File: src/rtl/mips_isa_pkg.sv
// Shared MIPS ISA definitions: symbolic mnemonic ids, opcode/funct values
// and field-packing helpers used by the instruction encoder.
package mips_isa_pkg;

   typedef enum logic [4:0] {
      MN_ADD, MN_SUB, MN_AND, MN_OR, MN_SLT, MN_SLTU, MN_ADDU, MN_SUBU,
      MN_SLL, MN_NOR, MN_SRL, MN_SLLV, MN_SRLV, MN_JR, MN_JALR, MN_ADDI,
      MN_ORI, MN_LW, MN_SW, MN_BEQ, MN_LUI, MN_SLTI, MN_BNE, MN_ANDI,
      MN_J, MN_JAL
   } mnem_t;

   localparam int unsigned MNEM_ILLEGAL_MIN = 26;

   localparam logic [5:0] OP_RTYPE = 6'h00;
   localparam logic [5:0] OP_ADDI  = 6'h08;
   localparam logic [5:0] OP_SLTI  = 6'h0A;
   localparam logic [5:0] OP_ANDI  = 6'h0C;
   localparam logic [5:0] OP_ORI   = 6'h0D;
   localparam logic [5:0] OP_LUI   = 6'h0F;
   localparam logic [5:0] OP_BEQ   = 6'h04;
   localparam logic [5:0] OP_BNE   = 6'h05;
   localparam logic [5:0] OP_J     = 6'h02;
   localparam logic [5:0] OP_JAL   = 6'h03;
   localparam logic [5:0] OP_LW    = 6'h23;
   localparam logic [5:0] OP_SW    = 6'h2B;

   localparam logic [5:0] FN_ADD   = 6'h20;
   localparam logic [5:0] FN_ADDU  = 6'h21;
   localparam logic [5:0] FN_SUB   = 6'h22;
   localparam logic [5:0] FN_SUBU  = 6'h23;
   localparam logic [5:0] FN_AND   = 6'h24;
   localparam logic [5:0] FN_OR    = 6'h25;
   localparam logic [5:0] FN_NOR   = 6'h27;
   localparam logic [5:0] FN_SLT   = 6'h2A;
   localparam logic [5:0] FN_SLTU  = 6'h2B;
   localparam logic [5:0] FN_SLL   = 6'h00;
   localparam logic [5:0] FN_SRL   = 6'h02;
   localparam logic [5:0] FN_SLLV  = 6'h04;
   localparam logic [5:0] FN_SRLV  = 6'h06;
   localparam logic [5:0] FN_JR    = 6'h08;
   localparam logic [5:0] FN_JALR  = 6'h09;

   function automatic logic [31:0] enc_r(input logic [4:0] rs, input logic [4:0] rt,
                                         input logic [4:0] rd, input logic [4:0] shamt,
                                         input logic [5:0] funct);
      return {OP_RTYPE, rs, rt, rd, shamt, funct};
   endfunction

   function automatic logic [31:0] enc_i(input logic [5:0] op, input logic [4:0] rs,
                                         input logic [4:0] rt, input logic [15:0] imm);
      return {op, rs, rt, imm};
   endfunction

   function automatic logic [31:0] enc_j(input logic [5:0] op, input logic [25:0] target);
      return {op, target};
   endfunction

endpackage

File: src/rtl/mips_encode.sv
// Combinational encoder: symbolic mnemonic plus fields to a 32-bit MIPS word.
// Ids outside the mnemonic enum produce legal=0 and a zero word.
module mips_encode
   import mips_isa_pkg::*;
(
   input  logic [4:0]  mnem,
   input  logic [4:0]  rs,
   input  logic [4:0]  rt,
   input  logic [4:0]  rd,
   input  logic [4:0]  shamt,
   input  logic [15:0] imm,
   input  logic [25:0] target,
   output logic [31:0] word,
   output logic        legal
);

   always_comb begin
      word  = '0;
      legal = 1'b1;
      case (mnem)
         MN_ADD:  word = enc_r(rs, rt, rd, shamt, FN_ADD);
         MN_ADDU: word = enc_r(rs, rt, rd, shamt, FN_ADDU);
         MN_SUB:  word = enc_r(rs, rt, rd, shamt, FN_SUB);
         MN_SUBU: word = enc_r(rs, rt, rd, shamt, FN_SUBU);
         MN_AND:  word = enc_r(rs, rt, rd, shamt, FN_AND);
         MN_OR:   word = enc_r(rs, rt, rd, shamt, FN_OR);
         MN_NOR:  word = enc_r(rs, rt, rd, shamt, FN_NOR);
         MN_SLT:  word = enc_r(rs, rt, rd, shamt, FN_SLT);
         MN_SLTU: word = enc_r(rs, rt, rd, shamt, FN_SLTU);
         MN_SLL:  word = enc_r('0, rt, rd, shamt, FN_SLL);
         MN_SRL:  word = enc_r('0, rt, rd, shamt, FN_SRL);
         MN_SLLV: word = enc_r(rs, rt, rd, '0, FN_SLLV);
         MN_SRLV: word = enc_r(rs, rt, rd, '0, FN_SRLV);
         MN_JR:   word = enc_r(rs, '0, '0, '0, FN_JR);
         MN_JALR: word = enc_r(rs, '0, rd, '0, FN_JALR);
         MN_ADDI: word = enc_i(OP_ADDI, rs, rt, imm);
         MN_SLTI: word = enc_i(OP_SLTI, rs, rt, imm);
         MN_ANDI: word = enc_i(OP_ANDI, rs, rt, imm);
         MN_ORI:  word = enc_i(OP_ORI, rs, rt, imm);
         MN_LUI:  word = enc_i(OP_LUI, '0, rt, imm);
         MN_BEQ:  word = enc_i(OP_BEQ, rs, rt, imm);
         MN_BNE:  word = enc_i(OP_BNE, rs, rt, imm);
         MN_LW:   word = enc_i(OP_LW, rs, rt, imm);
         MN_SW:   word = enc_i(OP_SW, rs, rt, imm);
         MN_J:    word = enc_j(OP_J, target);
         MN_JAL:  word = enc_j(OP_JAL, target);
         default: legal = 1'b0;
      endcase
   end

endmodule

File: src/rtl/imem_encoder_loader.sv
// Encodes symbolic instruction requests and writes them to consecutive IM
// words through a stallable write port, tracking fill level and errors.
module imem_encoder_loader
   import mips_isa_pkg::*;
#(
   parameter int unsigned DEPTH = 128,
   parameter int unsigned AW    = 7
) (
   input  logic          clk,
   input  logic          rst,
   input  logic          clear,
   input  logic          in_valid,
   output logic          in_ready,
   input  logic [4:0]    in_mnem,
   input  logic [4:0]    in_rs,
   input  logic [4:0]    in_rt,
   input  logic [4:0]    in_rd,
   input  logic [4:0]    in_shamt,
   input  logic [15:0]   in_imm,
   input  logic [25:0]   in_target,
   output logic          im_we,
   input  logic          im_ack,
   output logic [AW-1:0] im_addr,
   output logic [31:0]   im_wdata,
   output logic [AW:0]   count,
   output logic          full,
   output logic          err
);

   typedef enum logic {IDLE, HOLD} state_t;

   localparam logic [AW:0] DEPTH_C = (AW+1)'(DEPTH);

   state_t      state, state_n;
   logic [AW:0] count_q, count_n;
   logic [31:0] wdata_q;
   logic        full_q, err_q;
   logic [31:0] enc_word;
   logic        enc_legal;
   logic        pending, commit, guard, accept, load;

   mips_encode u_enc (
      .mnem   (in_mnem),
      .rs     (in_rs),
      .rt     (in_rt),
      .rd     (in_rd),
      .shamt  (in_shamt),
      .imm    (in_imm),
      .target (in_target),
      .word   (enc_word),
      .legal  (enc_legal)
   );

   // The write pointer equals the committed count, so one register serves both.
   assign pending  = (state == HOLD);
   assign commit   = pending & im_ack;
   assign guard    = ((count_q + (AW+1)'(pending)) == DEPTH_C);
   assign in_ready = ~clear & ~guard & (~pending | im_ack);
   assign accept   = in_valid & in_ready;
   assign load     = accept & enc_legal;
   assign count_n  = count_q + (AW+1)'(commit);

   assign im_we    = pending;
   assign im_addr  = count_q[AW-1:0];
   assign im_wdata = wdata_q;
   assign count    = count_q;
   assign full     = full_q;
   assign err      = err_q;

   always_comb begin
      state_n = state;
      case (state)
         IDLE:    if (load) state_n = HOLD;
         HOLD:    if (im_ack && !load) state_n = IDLE;
         default: state_n = IDLE;
      endcase
   end

   always_ff @(posedge clk) begin
      if (rst || clear) begin
         state   <= IDLE;
         count_q <= '0;
         wdata_q <= '0;
         full_q  <= 1'b0;
         err_q   <= 1'b0;
      end else begin
         state   <= state_n;
         count_q <= count_n;
         full_q  <= (count_n == DEPTH_C);
         if (load) wdata_q <= enc_word;
         if (accept && !enc_legal) err_q <= 1'b1;
      end
   end

endmodule

File: config.mk
export PLATFORM = sky130hd
export DESIGN_NAME = imem_encoder_loader
export DESIGN_NICKNAME = d
export VERILOG_FILES = /design/src/rtl/mips_isa_pkg.sv /design/src/rtl/mips_encode.sv /design/src/rtl/imem_encoder_loader.sv
export SDC_FILE = /design/constraint.sdc
export NUM_CORES = 1
export LEC_CHECK = 0
export ABC_AREA = 1
export CAP_MARGIN = 30
export CORE_MARGIN = 1
export CORE_UTILIZATION = 47
export CTS_CLUSTER_DIAMETER = 50
export DETAILED_ROUTE_END_ITERATION = 10
export DONT_BUFFER_PORTS = 1
export PLACE_DENSITY = 0.68
export SYNTH_ARGS = -nofsm -noshare
export SYNTH_HDL_FRONTEND = slang
export SYNTH_SLANG_ARGS = --single-unit
File: constraint.sdc
create_clock -name clk -period 2.1 [get_ports clk]
set_clock_uncertainty 0.15 [all_clocks]
set_input_delay 0.315 -clock clk [delete_from_list [all_inputs] [get_ports clk]]
set_output_delay 0.315 -clock clk [all_outputs]
set_load 0.1 [all_outputs]
==> results.toml <==
[grt]
grt_antenna_before_repair = 0
grt_pass1_vias = 7217
grt_pass1_wl_mm = 35.2
grt_use_total = 0.297
grt_max_degree = 83
overflow = 0

[drt]
first_pass_iters = 5
first_iter_violations = 797
drcViolationCount = 0
routed_wl_mm = 22.6
ant_nets = 0
wl_per_cell_um = 14.9
drt-vias-per-instance = 5.58
via_count = 8460

[worst_setup_path]
cp_slowest_stage_delay_ps = 350
cpMostUsedCell = "ha_4"
end_kind = "output port"
critical_path.max_fanout = 3
critPathLaunchType = "flip-flop"
worstPathRequired_ps = 1630
r2r_cells = 12
worstPathArrival_ps = 1850
r2r_slack_ps = -60
slowest_stage = "dfxtp_4"
crit_chain = "ha_4 > ha_4 > or2_4 > nor2_2 > nand4_1 > nand2_2 > clkinvlp_4 > buf_12"
r2r_end = "im_wdata[7]$_SDFFE_PP0P_"
worstSetupPathType = "reg -> out"
reg2reg_from = "im_we$_SDFF_PP0_"

[clock_network]
clockBufferDepth = 2
hold_buffers = 0
htreeDepth = 2
cts-root-buf = "clkbuf_16"
clk_pin_slew_ps = 70
clock_latency_ps = 300
cts_buffers = 5
tritoncts = "done"
cts.sinks = 42

[logic_synthesis]
ys_ff_latch = 42
synth_edf_count = 0
syn-num-nets = 1430
ys.flop_type = "dfxtp_1"
synth_area_um2 = 6650
synth-async-reset-ratio = 0
yosys_warnings = 0
synthCells = 1354
yosysUniqueCellTypes = 35
post_synth.cell_area_avg_um2 = 4.91
seq_area_frac_synth = 0.126

[die]
die_w_um = 121
core_um2 = 13800
ios = 123
die_y_um = 121
rows = 43
start_util = 0.481
dieArea_um2 = 14600

[placement]
dp_cells = 1491
dp_slack_ps = -39.5
io_buffers = 0
hpwl_mm = 14.7
gp_congestion = 0.951

[timing]
setup_viol = 19
hold_viol = 0
setup_ws_ps = -211
max_freq_ghz = 0.433
holdWs_ps = 29.5
relSlewSlack = 0.610
rsz0062_at_grt = "true"
fin_crit_ps = 2310
slew_violations = 0
post-route-period-util = 1.10
worstMarginPinSlew_ps = 585

[hold_path]
min-delay-path-class = "in -> reg"
hp-start = "in_valid"
hold-path-endpoint = "err$_SDFFE_PP0P_"
holdPathStages = 2

[layout]
final_core_util = 0.559
layout-drive-gt1-share = 0.156
syn_to_final_growth_pct = 16.2
nNetsFinal = 1411
final_common_cell = "nand2_1"
final_cell_mix = "nand2_1 (434), nor2_1 (283), nand4_1 (118)"
layoutNonFillerInstCount = 1516
diodes = 0

[pwr]
peakVddDrop_v = 0.000285
p_per_area_nw_per_um2 = 372
power_leakage_nw = 4.23

[job]
cap_viol_max_count = 0

[status]
violations = "setup timing"
outcome = "finished, violations left"
## worst max-delay path: cells and delay by family (launching register included)
family / cells / cell delay [ps]
adder cells (fa/ha/maj): 2 / 370
flip-flops: 1 / 350
AND/OR/NAND/NOR: 4 / 550
buffers and inverters: 2 / 270
## layer usage
metal / GRT usage / up-vias / share of wire
met5: 0 / - / 0
met4: 0.132 / 0 / 0.030
met3: 0.0531 / 55 / 0.092
met2: 0.499 / 407 / 0.47
met1: 0.369 / 3760 / 0.41
li1: - / 4238 / -
## synth_stat cells, types with 2 or more instances
library cell	number	area [um^2]
nand4_1	118	738
nor2_4	7	78.8
nand2_1	476	1790
xor2_1	5	43.8
nand3_1	106	531
buf_1	26	97.6
buf_2	42	210
a21oi_1	29	145
o21ai_0	15	75.1
o211ai_1	2	15.0
ha_1	4	50.1
dfxtp_1	42	841
nor3_1	5	25.0
buf_4	16	120
inv_1	88	330
clkbuf_1	39	146
nor2_2	5	31.3
inv_2	9	33.8
nand3_2	4	40.0
nor2_1	293	1100
nand2_2	2	12.5
buf_6	6	67.6
nand2_4	3	33.8
## cell families after synthesis
kind of cell | Yosys count | synth area share
simple gates | 1024 | 0.665
compound gates | 50 | 0.0405
buf+inv | 227 | 0.152
xor+xnor | 6 | 0.00790
flops | 42 | 0.126
other cells | 1 | 0.000564
fa+ha+maj | 4 | 0.00753
## area by class of cell
| cell class | count | area (um^2) |
|---|---|---|
| multi-input combinational | 1085 | 5050 |
| timing repair buffer | 103 | 1020 |
| clock buffer | 5 | 125 |
| fill | 1402 | 6100 |
| sequential | 42 | 860 |
| tap | 180 | 225 |
| inverter | 98 | 372 |
| clock inverter | 3 | 68.8 |
## registers in the layout (all words and copies together), names as in the netlist
register and count:
full 1, im_wdata 31, err 1, count 8, im_we 1
## worst max path at each step
stage | startpoint | end | slack, ps | cells after the start
after CTS | count[0]$_SDFF_PP0_ | in_ready | -210 | 8
after global placement | in_mnem[0] | im_wdata[5]$_SDFFE_PP0P_ | 40 | 11
final | im_we$_SDFF_PP0_ | in_ready | -210 | 8
after floorplan | count[0]$_SDFF_PP0_ | err$_SDFFE_PP0P_ | -420 | 9
after global routing | im_we$_SDFF_PP0_ | in_ready | -290 | 8
after detailed placement | in_mnem[0] | im_wdata[5]$_SDFFE_PP0P_ | -40 | 11
## timing repair
item | in CTS | in global routing
endpoints found under the setup margin | 1 | 29
setup buffers | 3 | 5
cloned | 0 | 9
pin swaps | 1 | 25
gates resized for setup | 0 | 76
## where the power goes
part / total [mW] / leakage [nW] / switching, mW / internal (mW)
combinational: 0.984 / 3.79 / 0.674 / 0.309
sequential: 0.819 / 0.346 / 0.00637 / 0.813
clock: 1.07 / 0.0940 / 0.384 / 0.685
total: 2.87 / 4.23 / 1.07 / 1.81
## stage by stage
step / cell area, um^2 / total power, mW / TNS [ps]
4_1_cts: 7250 / 2.76 / -209
3_5_place_dp: 7040 / 1.68 / -39.5
5_1_grt: 7720 / 3.00 / -3720
3_3_place_gp: 7040 / 1.67 / 0
2_1_floorplan: 6700 / 1.61 / -711
6_report: 7720 / 2.87 / -819
(Power assumes the default switching activity.)
